<file path="config.mk">
export PLATFORM = sky130hd
export DESIGN_NAME = wb_port_arbiter_flat
export DESIGN_NICKNAME = d
export VERILOG_FILES = /design/src/rtl/rv32_pkg.sv /design/src/rtl/wb_port_arbiter_if.sv /design/src/rtl/md_result_queue.sv /design/src/rtl/wb_port_arbiter.sv /design/src/flat_wrapper.sv
export SDC_FILE = /design/constraint.sdc
export NUM_CORES = 1
export LEC_CHECK = 0
export CAP_MARGIN = 20
export CORE_ASPECT_RATIO = 0.6
export CORE_MARGIN = 10
export CORE_UTILIZATION = 48
export CTS_CLUSTER_SIZE = 30
export DETAILED_ROUTE_END_ITERATION = 8
export GPL_ROUTABILITY_DRIVEN = 0
export GPL_TIMING_DRIVEN = 1
export PLACE_DENSITY_LB_ADDON = 0.1
export SETUP_SLACK_MARGIN = 0.1
export SYNTH_ARGS = -nofsm -noshare
export SYNTH_HDL_FRONTEND = slang
export SYNTH_SLANG_ARGS = --single-unit
</file>
<file path="constraint.sdc">
create_clock -name clk -period 4 [get_ports clk]
set_input_delay 0.6 -clock clk [delete_from_list [all_inputs] [get_ports clk]]
set_output_delay 0.6 -clock clk [all_outputs]
set_load 0.05 [all_outputs]
</file>
<file path="src/rtl/rv32_pkg.sv">
// rv32_pkg: shared register-file widths and the MDU result-queue entry type
package rv32_pkg;
  localparam int XLEN = 32;
  localparam int REG_ADDR_W = 5;
  typedef struct packed {
    logic valid;
    logic [REG_ADDR_W-1:0] rd;
    logic [XLEN-1:0] data;
  } mdEntryT;
  localparam int ENTRY_W = $bits(mdEntryT);
endpackage

</file>
<file path="src/rtl/wb_port_arbiter_if.sv">
// wb_port_arbiter_if: writeback/MDU requests in, register-file write port and hazard signals out
interface wb_port_arbiter_if;
  import rv32_pkg::*;
  logic RegWriteW;
  logic [REG_ADDR_W-1:0] RdW;
  logic [XLEN-1:0] ResultW;
  logic MdValid;
  logic [REG_ADDR_W-1:0] MdRd;
  logic [XLEN-1:0] MdResult;
  logic MdReady;
  logic RegWriteRF;
  logic [REG_ADDR_W-1:0] RdRF;
  logic [XLEN-1:0] WDRF;
  logic StallWB;
  logic [XLEN-1:0] PendingMask;
  modport master (
    output RegWriteW, RdW, ResultW, MdValid, MdRd, MdResult,
    input MdReady, RegWriteRF, RdRF, WDRF, StallWB, PendingMask
  );
  modport slave (
    input RegWriteW, RdW, ResultW, MdValid, MdRd, MdResult,
    output MdReady, RegWriteRF, RdRF, WDRF, StallWB, PendingMask
  );
endinterface

</file>
<file path="src/rtl/md_result_queue.sv">
// md_result_queue: in-order MDU result FIFO with kill-by-rd, auto-pop of killed heads and pending mask
module md_result_queue
  import rv32_pkg::*;
#(
  parameter int DEPTH = 2
) (
  input  logic clk,
  input  logic rst,
  input  logic push,
  input  logic [REG_ADDR_W-1:0] pushRd,
  input  logic [XLEN-1:0] pushData,
  input  logic serve,
  input  logic kill,
  input  logic [REG_ADDR_W-1:0] killRd,
  output logic empty,
  output logic full,
  output logic headValid,
  output logic pop,
  output logic [REG_ADDR_W-1:0] headRd,
  output logic [XLEN-1:0] headData,
  output logic [XLEN-1:0] pendingMask
);
  localparam int PW = $clog2(DEPTH);
  mdEntryT q [DEPTH];
  logic [PW-1:0] rdPtr, wrPtr;
  logic [PW:0] count;
  assign empty = count == '0;
  assign full = count == (PW+1)'(DEPTH);
  assign headValid = !empty && q[rdPtr].valid;
  assign headRd = q[rdPtr].rd;
  assign headData = q[rdPtr].data;
  assign pop = !empty && (!q[rdPtr].valid || serve);
  always_comb begin
    pendingMask = '0;
    for (int i = 0; i < DEPTH; i++)
      if (q[i].valid) pendingMask[q[i].rd] = 1'b1;
    pendingMask[0] = 1'b0;
  end
  always_ff @(posedge clk) begin
    if (rst) begin
      for (int i = 0; i < DEPTH; i++) q[i] <= '0;
      rdPtr <= '0;
      wrPtr <= '0;
      count <= '0;
    end else begin
      for (int i = 0; i < DEPTH; i++)
        if (kill && q[i].rd == killRd) q[i].valid <= 1'b0;
      if (pop) q[rdPtr].valid <= 1'b0;
      if (push) q[wrPtr] <= '{valid: 1'b1, rd: pushRd, data: pushData};
      rdPtr <= rdPtr + PW'(pop);
      wrPtr <= wrPtr + PW'(push);
      count <= count + (PW+1)'(push) - (PW+1)'(pop);
    end
  end
endmodule

</file>
<file path="src/rtl/wb_port_arbiter.sv">
// wb_port_arbiter: shares the register-file write port between writeback and queued/bypassed MDU results
module wb_port_arbiter
  import rv32_pkg::*;
#(
  parameter int DEPTH = 2,
  parameter int MAX_WAIT = 4
) (
  input logic clk,
  input logic rst,
  wb_port_arbiter_if.slave bus
);
  localparam int WW = $clog2(MAX_WAIT + 1);
  logic pwr, acc, bypass, push, serve, empty, full, headValid, pop;
  logic [REG_ADDR_W-1:0] headRd;
  logic [XLEN-1:0] headData;
  logic [WW-1:0] waitCnt, waitNext;
  assign pwr = bus.RegWriteW && bus.RdW != '0;
  assign bus.MdReady = !full;
  assign acc = bus.MdValid && !full && !rst;
  assign serve = headValid && !pwr && !rst;
  assign bypass = empty && acc && bus.MdRd != '0 && !pwr;
  // a pipeline write to the same rd is younger, so the MDU result is dead on arrival
  assign push = acc && bus.MdRd != '0 && !bypass && !(pwr && bus.MdRd == bus.RdW);
  assign bus.RegWriteRF = pwr || serve || bypass;
  assign bus.RdRF = pwr ? bus.RdW : serve ? headRd : bypass ? bus.MdRd : '0;
  assign bus.WDRF = pwr ? bus.ResultW : serve ? headData : bypass ? bus.MdResult : '0;
  assign waitNext = (pop || empty) ? '0 : (headValid && waitCnt != WW'(MAX_WAIT)) ? waitCnt + 1'b1 : waitCnt;
  md_result_queue #(.DEPTH(DEPTH)) queue (
    .clk(clk),
    .rst(rst),
    .push(push),
    .pushRd(bus.MdRd),
    .pushData(bus.MdResult),
    .serve(serve),
    .kill(pwr),
    .killRd(bus.RdW),
    .empty(empty),
    .full(full),
    .headValid(headValid),
    .pop(pop),
    .headRd(headRd),
    .headData(headData),
    .pendingMask(bus.PendingMask)
  );
  always_ff @(posedge clk) begin
    if (rst) begin
      waitCnt <= '0;
      bus.StallWB <= 1'b0;
    end else begin
      waitCnt <= waitNext;
      bus.StallWB <= waitNext == WW'(MAX_WAIT);
    end
  end
endmodule

</file>
<file path="src/flat_wrapper.sv">
// flat-port wrapper written by rule: the top's interface ports become plain ports
module wb_port_arbiter_flat import rv32_pkg::*;
#(
  parameter int DEPTH = 2,
  parameter int MAX_WAIT = 4
)
  (clk, rst, bus_RegWriteW, bus_RdW, bus_ResultW, bus_MdValid, bus_MdRd, bus_MdResult, bus_MdReady, bus_RegWriteRF, bus_RdRF, bus_WDRF, bus_StallWB, bus_PendingMask);
  wb_port_arbiter_if bus_i ();
  input logic clk;
  input logic rst;
  input wire logic [$bits(bus_i.RegWriteW)-1:0] bus_RegWriteW;
  input wire logic [$bits(bus_i.RdW)-1:0] bus_RdW;
  input wire logic [$bits(bus_i.ResultW)-1:0] bus_ResultW;
  input wire logic [$bits(bus_i.MdValid)-1:0] bus_MdValid;
  input wire logic [$bits(bus_i.MdRd)-1:0] bus_MdRd;
  input wire logic [$bits(bus_i.MdResult)-1:0] bus_MdResult;
  output wire logic [$bits(bus_i.MdReady)-1:0] bus_MdReady;
  output wire logic [$bits(bus_i.RegWriteRF)-1:0] bus_RegWriteRF;
  output wire logic [$bits(bus_i.RdRF)-1:0] bus_RdRF;
  output wire logic [$bits(bus_i.WDRF)-1:0] bus_WDRF;
  output wire logic [$bits(bus_i.StallWB)-1:0] bus_StallWB;
  output wire logic [$bits(bus_i.PendingMask)-1:0] bus_PendingMask;
  assign bus_i.RegWriteW = bus_RegWriteW;
  assign bus_i.RdW = bus_RdW;
  assign bus_i.ResultW = bus_ResultW;
  assign bus_i.MdValid = bus_MdValid;
  assign bus_i.MdRd = bus_MdRd;
  assign bus_i.MdResult = bus_MdResult;
  assign bus_MdReady = bus_i.MdReady;
  assign bus_RegWriteRF = bus_i.RegWriteRF;
  assign bus_RdRF = bus_i.RdRF;
  assign bus_WDRF = bus_i.WDRF;
  assign bus_StallWB = bus_i.StallWB;
  assign bus_PendingMask = bus_i.PendingMask;
  wb_port_arbiter #(.DEPTH(DEPTH), .MAX_WAIT(MAX_WAIT)) u_core (.clk(clk), .rst(rst), .bus(bus_i));
endmodule
</file>
==> reports/metrics.yaml, run 1 <==
layout.area.seq_sq_um: 2424
fillers: 750
status: "finished clean"
port-buffer-count: 148
power.leakage_nw: 2.661
p_sw_mw: 0.9956
dpl.hpwl_um: 11020
critPathMaxFanout: 27
layout.nets: 696
clock_latency_ns: 0.34
fmax_mhz: 280.6
htreeDepth: 3
cts_buffers: 9
yosysWarningCount: 0
diodes: 0
drc_errors: 0
layout_commonest_cell: "clkdlybuf4s50_1"
post-route-period-util: 0.8909
final_cell_area_sq_um: 7238
ys_ff_latch: 84
hold_class: "flop to flop"
combPwrFrac: 0.376
antenna_found_initial: 0
cts_setup_buffers: 0
coreArea_sq_um: 10020
start_kind: "input pin"
finalClockSkew_ns: 0.005134
grt_overflow_total: 0
ir_drop_mv: 0.2818
area_growth_pct: 44.12
grt_max_degree: 40
postRouteAntennaNets: 0
fin_ws_ns: 0.4362
total_power_mw: 3.003
setup_viol: 0
path_clk_slew_ns: 0.05
tns_ns: 0
wire_per_inst_um: 20.30
cts_root_buf: "clkbuf_16"
drt_iter0_drc: 318
core.rowCount: 28
required_ns: 3.40
multiInputGateArea_sq_um: 2427
die_x_um: 152.1
place_area_sq_um: 6988
hold_viol: 0
layout_common_cells: "clkdlybuf4s50_1, nor2_1, and2_1, edfxtp_1, buf_12"
rsz0062_at_grt: "no"
syn-num-nets: 568
syn_inst: 487
p_seq_frac: 0.386
met2_usage: 0.3137
p_per_area_nw_per_um2: 414.9
die_h_um: 99.24
use_met1: 0.2560
end_kind: "output pin"
vias: 4401
ctsHoldBuffers: 0
cts_num_sinks: 84
relSlewSlack: 0.2969
yosysUniqueCellTypes: 43
switching_share: 0.3315
worst_pin_slew_ns: 1.045
cts_tree: "yes"
start_util: 0.5012
io_pins: 150
clockBufferDepth: 2
arrival_ns: 2.96
synth_area_sq_um: 5022
via_per_inst: 5.837
dieArea_sq_um: 15090
grt.busiest_layer: "met2"
drive_above_1_share: 0.1793
drtPass1Iterations: 4
period_minus_slack_ns: 3.564
critical_path_class: "input pin to output pin"
p_int_mw: 2.008
hold_ws_ns: 0.5210
grt_pass1_wl_um: 24510
synth_area_per_cell_sq_um: 10.31
grt_use_total: 0.1981
drv_slew: 0
wirelength_um: 15310
max_cap_violations: 0
grt_pass1_vias: 4373
clockPowerShare: 0.238
dp_slack_ns: 0.2561
met3_usage: 0.06151
ys_seq_area_frac: 0.4823
cts_resized: 0
cells in the mapped netlist:
master | instances | area [sq um]
a2111oi_0 | 1 | 8.760
a21o_1 | 1 | 7.510
a21oi_1 | 3 | 15.01
a221oi_1 | 36 | 315.3
a22oi_1 | 1 | 7.510
a41o_1 | 2 | 20.02
and2_1 | 75 | 469.2
and3_1 | 1 | 6.260
buf_1 | 2 | 7.510
buf_2 | 2 | 10.01
buf_4 | 1 | 7.510
buf_6 | 3 | 33.78
clkbuf_1 | 34 | 127.6
conb_1 | 1 | 3.750
dfxtp_1 | 10 | 200.2
edfxtp_1 | 74 | 2222
ha_1 | 3 | 37.54
inv_1 | 3 | 11.26
mux2_1 | 1 | 11.26
mux2_2 | 38 | 427.9
mux2i_1 | 1 | 10.01
nand2_1 | 11 | 41.29
nand2b_1 | 2 | 12.51
nand3_1 | 5 | 25.02
nand3b_1 | 11 | 82.58
nand4_1 | 2 | 12.51
nor2_1 | 87 | 326.6
nor2b_1 | 2 | 12.51
nor3_1 | 4 | 20.02
nor3_2 | 1 | 10.01
nor3b_2 | 1 | 12.51
nor4_1 | 1 | 6.260
o2111ai_4 | 1 | 26.28
o21ai_0 | 3 | 15.01
o21bai_1 | 1 | 7.510
o22ai_1 | 31 | 193.9
o31a_1 | 1 | 8.760
o31ai_2 | 1 | 12.51
or2_1 | 2 | 12.51
or3_1 | 5 | 31.28
or3b_2 | 4 | 35.03
xnor2_1 | 10 | 87.58
xor2_1 | 8 | 70.07
cell type report:
cell class | instances | share of cell area
sequential | 84 | 0.3348
multi-input combinational | 358 | 0.3354
tap | 135 | 0.02334
inverter | 3 | 0.001556
timing repair buffer | 159 | 0.2704
clock inverter | 4 | 0.002420
clock buffer | 11 | 0.03215
sequential cells by signal, indices dropped and copies added, names as in the netlist:
register,count
u_core.queue.count,2
u_core.queue.q,76
u_core.waitCnt,3
u_core.queue.wrPtr,1
u_core.queue.rdPtr,1
u_core.bus.StallWB,1
power by group through the flow:
stage / combinational (mW) / clock, mW / sequential [mW]
final: 1.13 / 0.716 / 1.16
after floorplan: 0.727 / 0 / 1.10
after global placement: 1.11 / 0 / 1.17
after detailed placement: 1.12 / 0 / 1.18
after CTS: 1.13 / 0.726 / 1.16
after global routing: 1.20 / 0.766 / 1.17
metal layers:
metal,wire length (um),up-vias
met5,0,-
li1,-,2047
met3,1261,20
met4,173,0
met2,7116,194
met1,6753,2140
per-stage QoR:
stage	utilization	cells
3_5_place_dp	0.6974	739
5_1_grt	0.7224	754
3_3_place_gp	0.6974	739
4_1_cts	0.7224	754
6_report	0.7224	754
2_1_floorplan	-	487
cell families after synthesis:
family | Yosys count | synth area share
adders and majority gates | 3 | 0.007475
buffers and inverters | 45 | 0.03936
and+or+nand+nor | 214 | 0.2222
DFF | 84 | 0.4823
muxes | 40 | 0.08944
other | 1 | 0.0007467
AOI/OAI and AO/OA | 82 | 0.1271
xor gates and xnor gates | 18 | 0.03139
final timing paths:
| path | start | end | slack [ns] | depth (start not counted) |
|---|---|---|---|---|
| worst min register to register | u_core.queue.wrPtr$_SDFF_PP0_ | u_core.queue.wrPtr$_SDFF_PP0_ | 0.52 | 2 |
| worst max register to register | u_core.queue.rdPtr$_SDFF_PP0_ | u_core.queue.count[1]$_SDFF_PP0_ | 1.53 | 8 |
| worst min-delay path | u_core.queue.wrPtr$_SDFF_PP0_ | u_core.queue.wrPtr$_SDFF_PP0_ | 0.52 | 2 |
| worst max-delay path | bus_RdW[0] | bus_WDRF[14] | 0.44 | 7 |
worst max-delay path, cell delays in order:
cell             delay, ns
clkdlybuf4s50_1       0.52
or3_1                 0.48
o31a_2                0.48
buf_12                0.24
a221oi_1              0.32
nor2_1                0.13
buf_12                0.17
(Power assumes the default switching activity.)
==> run 2: changes to the inputs <==
SLEW_MARGIN = 10   (was unset)
==> results of run 2 <==
Same layout as run 1: the final DEF is identical, and so are final timing and power.
